## config.mk

```make
export PLATFORM = sky130hd
export DESIGN_NAME = vx_tcu_drl_align_acc
export DESIGN_NICKNAME = d
export VERILOG_FILES = /design/src/rtl/vx_tcu_drl_align_acc.sv
export SDC_FILE = /design/constraint.sdc
export NUM_CORES = 1
export LEC_CHECK = 0
export CORE_ASPECT_RATIO = 0.8
export CORE_MARGIN = 1
export CORE_UTILIZATION = 40
export CTS_BUF_LIST = sky130_fd_sc_hd__clkbuf_8
export DETAILED_ROUTE_END_ITERATION = 10
export MAX_ROUTING_LAYER = met4
export PLACE_DENSITY = 0.7
export SYNTH_ARGS = -nofsm -noshare
export SYNTH_HDL_FRONTEND = slang
export SYNTH_SLANG_ARGS = --single-unit
```

## constraint.sdc

```tcl
create_clock -name clk -period 6.9 [get_ports clk]
set_clock_uncertainty 0.2 [all_clocks]
set_input_delay 1.725 -clock clk [delete_from_list [all_inputs] [get_ports clk]]
set_output_delay 1.725 -clock clk [all_outputs]
set_load 0.03 [all_outputs]
```

## src/rtl/vx_tcu_drl_align_acc.sv

```systemverilog
// Tensor-core accumulate front end: aligns TCK product lanes plus the C addend
// to a shared exponent (S1), then sums them into one signed accumulator (S2).
module vx_tcu_drl_align_acc #(
  parameter int TCK   = 4,
  parameter int SIG_W = 25,
  parameter int EXP_W = 10,
  parameter int ACC_W = 32,
  parameter int EXC_W = 5
) (
  input  logic                      clk,
  input  logic                      reset_n,
  input  logic                      valid_in,
  output logic                      ready_in,
  input  logic [31:0]               req_id_in,
  input  logic [EXP_W-1:0]          max_exp,
  input  logic [TCK:0][7:0]         shift_amt,
  input  logic [TCK:0][SIG_W-1:0]   raw_sigs,
  input  logic [EXC_W-1:0]          exceptions_in,
  input  logic [TCK-1:0]            lane_mask,
  output logic                      valid_out,
  input  logic                      ready_out,
  output logic [31:0]               req_id_out,
  output logic [EXP_W-1:0]          exp_out,
  output logic signed [ACC_W-1:0]   sum_out,
  output logic                      sticky_out,
  output logic                      zero_out,
  output logic [EXC_W-1:0]          exceptions_out
);

  typedef struct packed {
    logic [31:0]             id;
    logic [EXP_W-1:0]        exp;
    logic [EXC_W-1:0]        exc;
    logic                    sticky;
    logic [TCK:0][ACC_W-1:0] lanes;
  } s1_t;

  typedef struct packed {
    logic [31:0]      id;
    logic [EXP_W-1:0] exp;
    logic [EXC_W-1:0] exc;
    logic             sticky;
    logic             zero;
    logic [ACC_W-1:0] sum;
  } s2_t;

  logic s1_valid_q, s2_valid_q;
  s1_t  s1_q, s1_d;
  s2_t  s2_q, s2_d;
  logic s2_adv;

  logic [TCK:0]            en;
  logic [TCK:0][ACC_W-1:0] ext;
  logic [TCK:0][ACC_W-1:0] lost;
  logic [TCK:0][ACC_W-1:0] aln;
  logic [ACC_W-1:0]        sum;

  assign s2_adv   = !s2_valid_q || ready_out;
  assign ready_in = !s1_valid_q || s2_adv;
  assign en       = {1'b1, lane_mask};

  // Lane value = sign-extended significand with 3 guard bits below it.
  always_comb begin
    s1_d        = '0;
    s1_d.id     = req_id_in;
    s1_d.exp    = max_exp;
    s1_d.exc    = exceptions_in;
    ext         = '0;
    lost        = '0;
    aln         = '0;
    for (int i = 0; i <= TCK; i++) begin
      ext[i] = {{(ACC_W-SIG_W-3){raw_sigs[i][SIG_W-1]}},
                raw_sigs[i], 3'b000};
      if ({24'd0, shift_amt[i]} >= 32'(ACC_W)) begin
        aln[i]  = {ACC_W{ext[i][ACC_W-1]}};
        lost[i] = ext[i];
      end else begin
        aln[i]  = $signed(ext[i]) >>> shift_amt[i];
        lost[i] = ext[i] & ~({ACC_W{1'b1}} << shift_amt[i]);
      end
      if (en[i]) begin
        s1_d.lanes[i] = aln[i];
        s1_d.sticky   = s1_d.sticky | (|lost[i]);
      end
    end
  end

  always_comb begin
    sum = '0;
    for (int i = 0; i <= TCK; i++) begin
      sum = sum + s1_q.lanes[i];
    end
    s2_d.id     = s1_q.id;
    s2_d.exp    = s1_q.exp;
    s2_d.exc    = s1_q.exc;
    s2_d.sticky = s1_q.sticky;
    s2_d.sum    = sum;
    s2_d.zero   = (sum == '0) && !s1_q.sticky;
  end

  always_ff @(posedge clk or negedge reset_n) begin
    if (!reset_n) begin
      s1_valid_q <= 1'b0;
      s2_valid_q <= 1'b0;
      s1_q       <= '0;
      s2_q       <= '0;
    end else begin
      if (ready_in) s1_valid_q <= valid_in;
      if (valid_in && ready_in) s1_q <= s1_d;
      if (s2_adv) s2_valid_q <= s1_valid_q;
      if (s1_valid_q && s2_adv) s2_q <= s2_d;
    end
  end

  assign valid_out      = s2_valid_q;
  assign req_id_out     = s2_q.id;
  assign exp_out        = s2_q.exp;
  assign sum_out        = s2_q.sum;
  assign sticky_out     = s2_q.sticky;
  assign zero_out       = s2_q.zero;
  assign exceptions_out = s2_q.exc;

endmodule
```

==> results by group, run 1 <==
Clocking
  • Post-CTS sizing: 0
  • Root buffer cell: clkbuf_8
  • Sink Count: 271
  • TritonCTS clock tree: yes
  • Worst skew pair latency: 590 ps
  • Clk slew on worst S/H paths: 60 ps
  • Postcts setup bufs: 0
  • Clk buf depth: 3
  • Num CTS Buffers: 45
  • Hold_buf cts: 0
  • H-Tree Level Count: 2

Critical path
  • Setup CP Type: flip-flop to flip-flop
  • Critical Path Sink: sum_out[31]$_DFFE_PN0P_
  • Slowest-stage cell, CP: fa_1
  • Critical Path Fanout Max: 4
  • CP peak stage delay: 640 ps
  • Worst path arrival time: 5460 ps
  • CP Cell Sequence: inv_1 > fa_1 > fa_1 > fa_1 > inv_1 > ha_1 > inv_1 > fa_1 > nor2b_1 > o31ai_2 > a221o_1 > a21oi_2 > o41ai_1 > o311ai_0 > a21oi_1 > a21o_1
  • Crit path from: s1_q[65]$_DFFE_PN0P_
  • Reg2reg path depth: 16
  • Reg2reg setup slack: 1700 ps
  • Kind of start point of the critical path: flip-flop
  • WP buf/inv: 3
  • Kind of cell adding the most delay to the critical path: adder cells
  • CP Depth: 16
  • RR Endpoint: sum_out[31]$_DFFE_PN0P_
  • Crit. End Element: flip-flop
  • Critical Path RT: 7160 ps
  • Reg2reg start: s1_q[65]$_DFFE_PN0P_
  • Crit path top cell by count: fa_1

Layout
  • Layout net count: 3304
  • N_diodes: 0
  • Final Core Density: 0.483
  • Share of cells above drive strength 1: 0.101
  • Area Overhead vs Synth: 18.6%
  • Final instance area: 0.0276 sq mm

Die
  • Die Wd: 272 um
  • IO Pins: 303
  • Row cnt: 78
  • Die area: 0.0591 sq mm
  • Core area: 0.0571 sq mm
  • Die Span Y: 218 um
  • Initial Util: 0.407

Timing
  • Worst slew pin tran: 1140 ps
  • Final hold viol count: 0
  • Fmax: 0.192 GHz
  • Total negative slack: 0 ps
  • Final setup violation count: 0
  • Clock period minus worst slack: 5200 ps
  • Slew margin rel.: 0.239
  • Crit share post-route: 0.754
  • Max Slew Vio Count: 0
  • RSZ-0062 raised after global routing: no

Synth
  • Synth unique cells: 92
  • Sequential element share of the synthesized area: 0.292
  • Synth Area in Compound Gates: 0.223
  • Top-area cell type share of the netlist area: 0.292
  • Seq cells post-synth: 271
  • Total number of yosys warnings: 0
  • Adder-Cell Fraction of Synth Area: 0.0921
  • Post-synth net total: 3128
  • Dominant synthesized flop cell: dfrtp_1
  • Count leader, synth: nand2_1
  • Syn_area_per_cell: 8.34 sq um
  • Asr flop ratio synth: 1.00
  • Mapped Cells: 2790
  • Ranking of synthesized cells by area: dfrtp_1, mux2i_1, mux2_2
  • Post-synth top area cell: dfrtp_1
  • Cell Area, Synth: 0.0233 sq mm
  • Commonest cells post-synth: nand2_1, o21ai_0, inv_1
  • Mux cell area share after synthesis: 0.178
  • Post-Synth Simple-Gate Area: 0.128
  • Main combinational cell family by area after synthesis: compound AO/OA/AOI/OAI gates
  • Xor/xnor share of the synthesized area: 0.00565
  • EDFF count, synth: 0

Routing
  • DRC: 0
  • DRT Wirelength: 72700 um
  • DRT Pass-1 Iters: 7
  • Remaining antenna violation count: 0
  • Met3 WL: 5480 um
  • Top sig layer: met4
  • M1 WL: 34500 um
  • Number of vias per cell: 5.66
  • DRT iter0 DRCs: 2097
  • Wire per inst: 19.3 um
  • Routed met2 length: 31200 um
  • Vias: 21300

Place
  • Placed cell areas: 0.0267 sq mm
  • Gpl congestion: 0.980
  • HPWL Detailed: 55300 um
  • Port buffer count: 302

Power and ir drop
  • Pwr dens: 315 mW/mm^2
  • Peak VDD IR: 260 uV
  • Static Leak: 12.4 nW
  • Final total power: 0.00868 W

Global route
  • Initial antenna violation count: 0
  • GR Overflow Total: 0
  • Global-route wire length before repair: 113000 um
  • Largest net degree at the start of global routing: 142
  • GRT Total Usage: 0.246
  • Vias in the first global route: 20000

Hold path
  • Worst hold path type: flip-flop to flip-flop

Outcome
  • Outcome: finished clean

Flow run
  • Max-cap violations: 0
layout make-up:
type                            count  area (sq um)
Multi-Input combinational cell   2013         14600
Tap cell                          760           951
Clock inverter                     23           104
Timing Repair Buffer              330          3240
Fill cell                        5500         29500
Inverter                          305          1140
Sequential cell                   271          6780
Clock buffer                       57           785
sequential cells by signal, summed over array words and instances (netlist names):
name,cells
sticky_out,1
exceptions_out,5
exp_out,10
s1_q,188
zero_out,1
sum_out,32
req_id_out,32
s1_valid_q,1
valid_out,1
placed cells by master, fill, tap and decap left out, drive strengths merged, types with 32 or more instances in the layout:
master         synthesis  final
o21ai                322    322
nand2                318    318
inv                  302    318
clkdlybuf4s50          0    296
dfrtp                271    271
mux2i                206    206
nor2                 170    170
mux2                 164    164
a21oi                148    148
fa                    86     86
clkbuf               152     57
o22ai                 45     45
o211ai                41     41
a21o                  37     37
nor3                  36     36
buf                   49     34
nand3                 33     33
ha                    32     32
power breakdown:
| part | internal (W) | switching, W |
|---|---|---|
| logic | 0.00207 | 0.00314 |
| clock network | 0.000742 | 0.000663 |
| registers | 0.00190 | 0.000158 |
| total | 0.00471 | 0.00396 |
worst reg2reg max path, cell delays in order (launching register included):
cell and delay [ps]:
dfrtp_1 410, inv_1 80, fa_1 420, fa_1 640, fa_1 460, inv_1 60, ha_1 180, inv_1 70
fa_1 450, nor2b_1 240, o31ai_2 140, a221o_1 380, a21oi_2 200, o41ai_1 130, o311ai_0 640, a21oi_1 180
a21o_1 190
how the worst min path moves through the flow:
stage / from / end / slack, ps / cells after the start
2_1_floorplan: s1_q[161]$_DFFE_PN0P_ / s1_q[161]$_DFFE_PN0P_ / 240 / 2
3_3_place_gp: s1_q[192]$_DFFE_PN0P_ / s1_q[192]$_DFFE_PN0P_ / 260 / 2
3_5_place_dp: s1_q[194]$_DFFE_PN0P_ / s1_q[194]$_DFFE_PN0P_ / 260 / 2
4_1_cts: s1_q[194]$_DFFE_PN0P_ / s1_q[194]$_DFFE_PN0P_ / 270 / 2
5_1_grt: s1_q[175]$_DFFE_PN0P_ / s1_q[175]$_DFFE_PN0P_ / 290 / 2
6_report: s1_q[206]$_DFFE_PN0P_ / s1_q[206]$_DFFE_PN0P_ / 270 / 2
per-layer routing:
metal  global-route usage  vias to the layer above
met5                    -                        -
met4               0.0586                        0
met3               0.0416                       92
met2                0.354                      798
met1                0.359                    10200
li1                     -                    10200
cells by family after synthesis:
family,Yosys count
adder cells (fa/ha/maj),120
buffers and inverters,506
multiplexers,380
AO/OA/AOI/OAI,826
flip-flops,271
AND/OR/NAND/NOR,672
XOR/XNOR,15
per-stage QoR:
| stage | hold slack [ps] | setup WS [ps] | cells |
|---|---|---|---|
| floorplan | 242 | 2390 | 2790 |
| global placement | 255 | 1360 | 3679 |
| detailed placement | 259 | 1320 | 3679 |
| CTS | 274 | 1740 | 3759 |
| global route | 289 | 1480 | 3759 |
| finish | 268 | 1700 | 3759 |
(Power assumes the default switching activity.)
==> run 2: changes to the inputs <==
- clock period: 6.9 -> 4.9 ns (I/O delays scaled with it)
==> run 2 against run 1 <==
Setup slack worse by 1600 ps. Critical path depth up 1. Routed wire length up 1.3%. Sequential share of layout area down 0.47 points. Largest cell class unchanged. Power up 45%. Highest routed layer unchanged. Core utilization up 0.95 points. Final area up 2.0%. Clock-buffer cell count down 1.
==> results by group, run 2 (synthesized netlist as in run 1, its figures left out) <==
Outcome
  • Outcome: finished clean

Layout
  • Area Overhead vs Synth: 20.9%
  • Layout net count: 3363 (+1.8%)
  • Final instance area: 0.0281 sq mm (+2.0%)
  • Largest register FFs: 188 (unchanged)
  • Top reg by flops: s1_q
  • Share of cells above drive strength 1: 0.121 (+0.0200)
  • Final Core Density: 0.493 (+0.00951)
  • Most frequent cells in the layout: inv_1, nand2_1, o21ai_0, clkdlybuf4s50_1, dfrtp_1
  • N_diodes: 0 (unchanged)

Timing
  • Fmax: 0.208 GHz (+8.4%)
  • Hold Slack: 269 ps (+1.92 ps)
  • Final hold viol count: 0 (unchanged)
  • RSZ-0062 raised after global routing: yes
  • Clock period minus worst slack: 4800 ps (-402 ps)
  • Final setup violation count: 0 (unchanged)
  • Slew margin rel.: 0.361 (+0.121)
  • Worst slew pin tran: 959 ps (-177 ps)
  • Max Slew Vio Count: 0 (unchanged)
  • Crit share post-route: 0.980 (+0.226)

Clocking
  • Root buffer cell: clkbuf_8
  • Num CTS Buffers: 45 (unchanged)
  • Sink Count: 271 (unchanged)
  • H-Tree Level Count: 2 (unchanged)
  • Clk buf depth: 3 (unchanged)
  • Worst skew pair latency: 590 ps (about the same)
  • Clk slew on worst S/H paths: 60 ps (about the same)
  • Postcts setup bufs: 0 (unchanged)
  • TritonCTS clock tree: yes

Critical path
  • Slowest-stage cell, CP: fa_1
  • Kind of start point of the critical path: flip-flop
  • Crit. End Element: flip-flop
  • Critical Path Fanout Max: 4 (unchanged)
  • Setup CP Type: flip-flop to flip-flop
  • Critical Path RT: 5230 ps (-1930 ps)
  • Worst path arrival time: 5130 ps (-330 ps)
  • CP peak stage delay: 530 ps (-110 ps)
  • Reg2reg setup slack: 100 ps (-1600 ps)
  • CP Cell Sequence: inv_1 > fa_1 > inv_1 > fa_1 > inv_1 > fa_1 > inv_1 > ha_1 > nor2b_4 > o31ai_4 > a221o_1 > a21oi_2 > or3_4 > a2111oi_2 > nand4_1 > and4bb_1 > a32o_2
  • Crit path top cell by count: inv_1

Routing
  • DRT Pass-1 Iters: 6 (-1)
  • Wire per inst: 19.3 um (-0.31%)
  • DRT Wirelength: 73600 um (+1.3%)
  • DRT iter0 DRCs: 2170 (+3.5%)
  • Number of vias per cell: 5.65 (-0.24%)
  • Remaining antenna violation count: 0 (unchanged)
  • Vias: 21600 (+1.3%)
  • DRC: 0 (unchanged)

Global route
  • GR Layer Usage met3: 0.0349 (-0.00672)
  • Global-route wire length before repair: 116000 um (+2.1%)
  • GRT Total Usage: 0.250 (+0.00357)
  • Met1 usage: 0.370 (+0.0115)
  • Largest net degree at the start of global routing: 100 (-30%)
  • GRT busiest layer: met1
  • GR Overflow Total: 0 (unchanged)
  • Initial antenna violation count: 0 (unchanged)
  • Vias in the first global route: 20200 (+1.0%)
  • Met2 global-route usage: 0.362 (+0.00884)

Power and ir drop
  • Peak VDD IR: 361 uV (+39%)
  • Seq pwr share: 0.232 (-0.005)
  • Psw: 0.00573 W (+44%)
  • Pwr dens: 447 mW/mm^2 (+42%)
  • Clock power share: 0.162 (about the same)
  • Net Sw Frac: 0.455 (-0.00121)
  • Internal power: 0.00684 W (+45%)
  • Static Leak: 12.7 nW (+2.5%)
  • Logic pwr share: 0.606 (+0.005)

Die
  • Die Span Y: 218 um (unchanged)
  • Initial Util: 0.407 (unchanged)
  • Die Wd: 272 um (unchanged)
  • Core area: 0.0571 sq mm (unchanged)
  • IO Pins: 303 (unchanged)
  • Die area: 0.0591 sq mm (unchanged)
  • Row cnt: 78 (unchanged)

Place
  • Port buffer count: 302 (unchanged)
  • HPWL Detailed: 56900 um (+2.8%)
  • Gpl congestion: 0.972 (-0.80%)
  • Placed cell areas: 0.0272 sq mm (+1.7%)

Flow run
  • Max-cap violations: 0 (unchanged)

Hold path
  • Worst hold path type: flip-flop to flip-flop
[run 2: cell count changes in the layout (fill, tap and decap cells not counted), moves of 2 or more]
| cell | change |
|---|---|
| buf_4 | +58 |
| clkinv_2 | -3 |
| o21ai_0 | -2 |
| o21ai_2 | +2 |
[run 2: what timing repair did]
action / in CTS / in global routing
endpoints found under the setup margin: 2 / 2
gates resized for setup: 2 / 13
hold buffers: 0 / 0
pin swaps: 0 / 3
[run 2: per-layer routing]
layer  part of all wire  vias up
met5                  0        -
met3              0.077       79
met1               0.47    10300
li1                   -    10300
met2               0.43      922
met4              0.016        0
[run 2: final timing paths]
kind                                  startpoint                            end  depth (start not counted)
max reg2reg                  s1_q[3]$_DFFE_PN0P_           zero_out$_DFFE_PN0P_                         17
min in group asynchronous                reset_n  exceptions_out[2]$_DFFE_PN0P_                          1
max in group asynchronous                reset_n           s1_q[87]$_DFFE_PN0P_                          2
min reg2reg                s1_q[176]$_DFFE_PN0P_          s1_q[176]$_DFFE_PN0P_                          2
max                          s1_q[3]$_DFFE_PN0P_           zero_out$_DFFE_PN0P_                         17
min                        s1_q[176]$_DFFE_PN0P_          s1_q[176]$_DFFE_PN0P_                          2
[run 2: through the flow]
| step | power (W) | setup TNS, ps | cells | setup WS, ps |
|---|---|---|---|---|
| after detailed placement | 0.0103 | 0 | 3738 | 3.09 |
| after global routing | 0.0135 | -156 | 3818 | -105 |
| after global placement | 0.0102 | 0 | 3738 | 88.1 |
| final | 0.0126 | 0 | 3818 | 99.3 |
| after floorplan | 0.00794 | 0 | 2790 | 385 |
| after CTS | 0.0124 | 0 | 3818 | 11.7 |
[run 2: layout make-up]
cell class	count	area, sq um
fill	5451	29000
multi-input combinational	2013	14600
sequential	271	6780
timing repair buffer	389	3690
inverter	305	1140
tap	760	951
clock buffer	56	771
clock inverter	24	141
[run 2: power groups by stage]
stage	clock (W)	sequential (W)	combinational (W)
finish	0.00204	0.00291	0.00762
global route	0.00218	0.00296	0.00834
CTS	0.00208	0.00291	0.00737
detailed placement	0	0.00295	0.00730
global placement	0	0.00294	0.00726
floorplan	0	0.00335	0.00460
[run 2: worst max-delay path, delay by kind of cell, from the launching register on]
kind	cells	cell delay, ps
flip-flops	1	340
buffers and inverters	4	240
adder cells (fa/ha/maj)	4	1840
AO/OA/AOI/OAI	5	1210
AND/OR/NAND/NOR	4	900
==> run 3: changes to the inputs <==
- CORE_ASPECT_RATIO: 0.8 -> 0.5
==> run 3 against run 2 <==
Critical path depth unchanged. Sequential cell count unchanged. Register-to-register slack about the same. Non-clock buffer count up 2. Core utilization up 0.072 points. Die area about the same. Fmax down 0.17%. Global-route usage up 1.0 points. First-iteration DRC count unchanged. Clock-buffer cell count down 3.
==> results by group, run 3 (synthesized netlist as in run 1, its figures left out) <==
Timing
  • Final hold viol count: 0 (unchanged)
  • Worst slew pin tran: 990 ps (+30.9 ps)
  • RSZ-0062 raised after global routing: yes
  • Fmax: 0.208 GHz (-0.17%)
  • Hold Slack: 269 ps (-0.790 ps)
  • Crit share post-route: 0.981 (+0.00164)
  • Max Slew Vio Count: 0 (unchanged)
  • Worst setup margin: 91.3 ps (-8.04 ps)
  • Final setup violation count: 0 (unchanged)
  • Clock period minus worst slack: 4810 ps (+8.04 ps)
  • Slew margin rel.: 0.340 (-0.0206)

Place
  • Setup slack at placement: -87.6 ps (-90.7 ps)
  • Port buffer count: 302 (unchanged)
  • Placed cell areas: 0.0272 sq mm (about the same)
  • HPWL Detailed: 59300 um (+4.1%)
  • Gpl congestion: 0.969 (-0.31%)

Critical path
  • Critical Path Sink: zero_out$_DFFE_PN0P_
  • Worst path arrival time: 5140 ps (about the same)
  • Crit. End Element: flip-flop
  • RR Endpoint: zero_out$_DFFE_PN0P_
  • Kind of start point of the critical path: flip-flop
  • Reg2reg path depth: 17 (unchanged)
  • Critical Path RT: 5230 ps (about the same)
  • Setup CP Type: flip-flop to flip-flop
  • Reg2reg start: s1_q[65]$_DFFE_PN0P_
  • Crit path from: s1_q[65]$_DFFE_PN0P_
  • Critical Path Fanout Max: 4 (unchanged)
  • Reg2reg setup slack: 90 ps (about the same)

Power and ir drop
  • Peak VDD IR: 357 uV (-1.3%)
  • Pwr dens: 465 mW/mm^2 (+3.9%)
  • Final total power: 0.0132 W (+4.7%)
  • Static Leak: 12.7 nW (+0.30%)

Layout
  • Most frequent cells in the layout: nand2_1, o21ai_0, inv_1, clkdlybuf4s50_1, dfrtp_1
  • Final instance area: 0.0283 sq mm (+0.69%)
  • Fillers: 5415 (-0.66%)
  • Top reg by flops: s1_q
  • Layout net count: 3362 (-0.030%)
  • Share of cells above drive strength 1: 0.126 (+0.00437)
  • Area Overhead vs Synth: 21.7%
  • FF+latch area: 0.00678 sq mm (unchanged)
  • Largest register FFs: 188 (unchanged)
  • Area of the multi-input gates: 0.0147 sq mm (+0.36%)

Clocking
  • H-Tree Level Count: 2 (unchanged)
  • Num CTS Buffers: 42 (-6.7%)
  • TritonCTS clock tree: yes
  • Clk slew on worst S/H paths: 70 ps (about the same)
  • Hold_buf cts: 0 (unchanged)
  • Worst skew pair latency: 600 ps (about the same)
  • Root buffer cell: clkbuf_8
  • Sink Count: 271 (unchanged)
  • Clk buf depth: 3 (unchanged)

Global route
  • GRT Total Usage: 0.260 (+0.0103)
  • Initial antenna violation count: 4 (+4)
  • Global-route wire length before repair: 119000 um (+3.0%)
  • Vias in the first global route: 21000 (+3.8%)
  • GR Overflow Total: 0 (unchanged)
  • Largest net degree at the start of global routing: 120 (+20%)

Routing
  • Remaining antenna violation count: 0 (unchanged)
  • DRT iter0 DRCs: 2170 (unchanged)
  • Wire per inst: 19.9 um (+3.5%)
  • DRT Pass-1 Iters: 7 (+1)
  • DRC: 0 (unchanged)
  • Number of vias per cell: 5.71 (+1.1%)
  • DRT Wirelength: 76300 um (+3.7%)
  • Vias: 21900 (+1.4%)

Die
  • Die Wd: 343 um (+26%)
  • IO Pins: 303 (unchanged)
  • Initial Util: 0.405 (-0.00222)
  • Row cnt: 62 (-21%)
  • Die area: 0.0592 sq mm (about the same)
  • Die Span Y: 173 um (-21%)
  • Core area: 0.0574 sq mm (+0.55%)

Hold path
  • Worst hold path type: flip-flop to flip-flop

Outcome
  • Outcome: finished clean

Flow run
  • Max-cap violations: 0 (unchanged)
==> run 3: stage by stage <==
| stage | instances | setup TNS, ps | utilization |
|---|---|---|---|
| 2_1_floorplan | 2790 | 0 | - |
| 3_3_place_gp | 3744 | 0 | 0.473 |
| 3_5_place_dp | 3744 | -88.7 | 0.473 |
| 4_1_cts | 3819 | 0 | 0.491 |
| 5_1_grt | 3827 | -54.6 | 0.493 |
| 6_report | 3827 | 0 | 0.493 |
==> run 3: how the worst min path moves through the flow <==
stage	startpoint	end	slack [ps]	depth (start not counted)
final	s1_q[187]$_DFFE_PN0P_	s1_q[187]$_DFFE_PN0P_	270	2
after global routing	s1_q[179]$_DFFE_PN0P_	s1_q[179]$_DFFE_PN0P_	290	2
after CTS	s1_q[200]$_DFFE_PN0P_	s1_q[200]$_DFFE_PN0P_	270	2
after detailed placement	s1_q[201]$_DFFE_PN0P_	s1_q[201]$_DFFE_PN0P_	260	2
after global placement	s1_q[166]$_DFFE_PN0P_	s1_q[166]$_DFFE_PN0P_	250	2
after floorplan	s1_q[161]$_DFFE_PN0P_	s1_q[161]$_DFFE_PN0P_	240	2
==> run 3: power breakdown <==
group          switching [W]  internal, W
logic                0.00472      0.00323
clock network       0.000988      0.00130
registers           0.000243      0.00268
total                0.00595      0.00721
==> run 3: critical path, stage by stage (launching register included) <==
cell	delay (ps)
dfrtp_1	400
inv_2	70
fa_1	440
fa_1	500
fa_1	530
inv_1	90
ha_2	180
inv_2	40
fa_2	360
nor2b_4	170
o31ai_4	80
a221o_1	410
a21oi_4	230
o21ai_4	100
a2111oi_4	360
nand4_1	130
and4bb_1	290
a32o_2	160
==> run 3: cell type report <==
type,instances,share of cell area
Sequential cell,271,0.239
Clock inverter,22,0.00963
Multi-Input combinational cell,2013,0.519
Tap cell,768,0.0339
Timing Repair Buffer,391,0.132
Antenna cell,4,0.000353
Inverter,305,0.0404
Clock buffer,53,0.0258
==> run 3: what timing repair did <==
action	CTS	global route
endpoints found under the setup margin	1	2
setup buffers	0	4
pin swaps	0	13
resized for setup	1	25
hold endpoints to repair	0	0
==> run 3: metal layers <==
metal	global-route usage	part of all wire	vias to the layer above
met5	-	0	-
met4	0.0617	0.019	0
met3	0.0692	0.091	96
met2	0.369	0.44	831
met1	0.366	0.45	10700
li1	-	-	10300
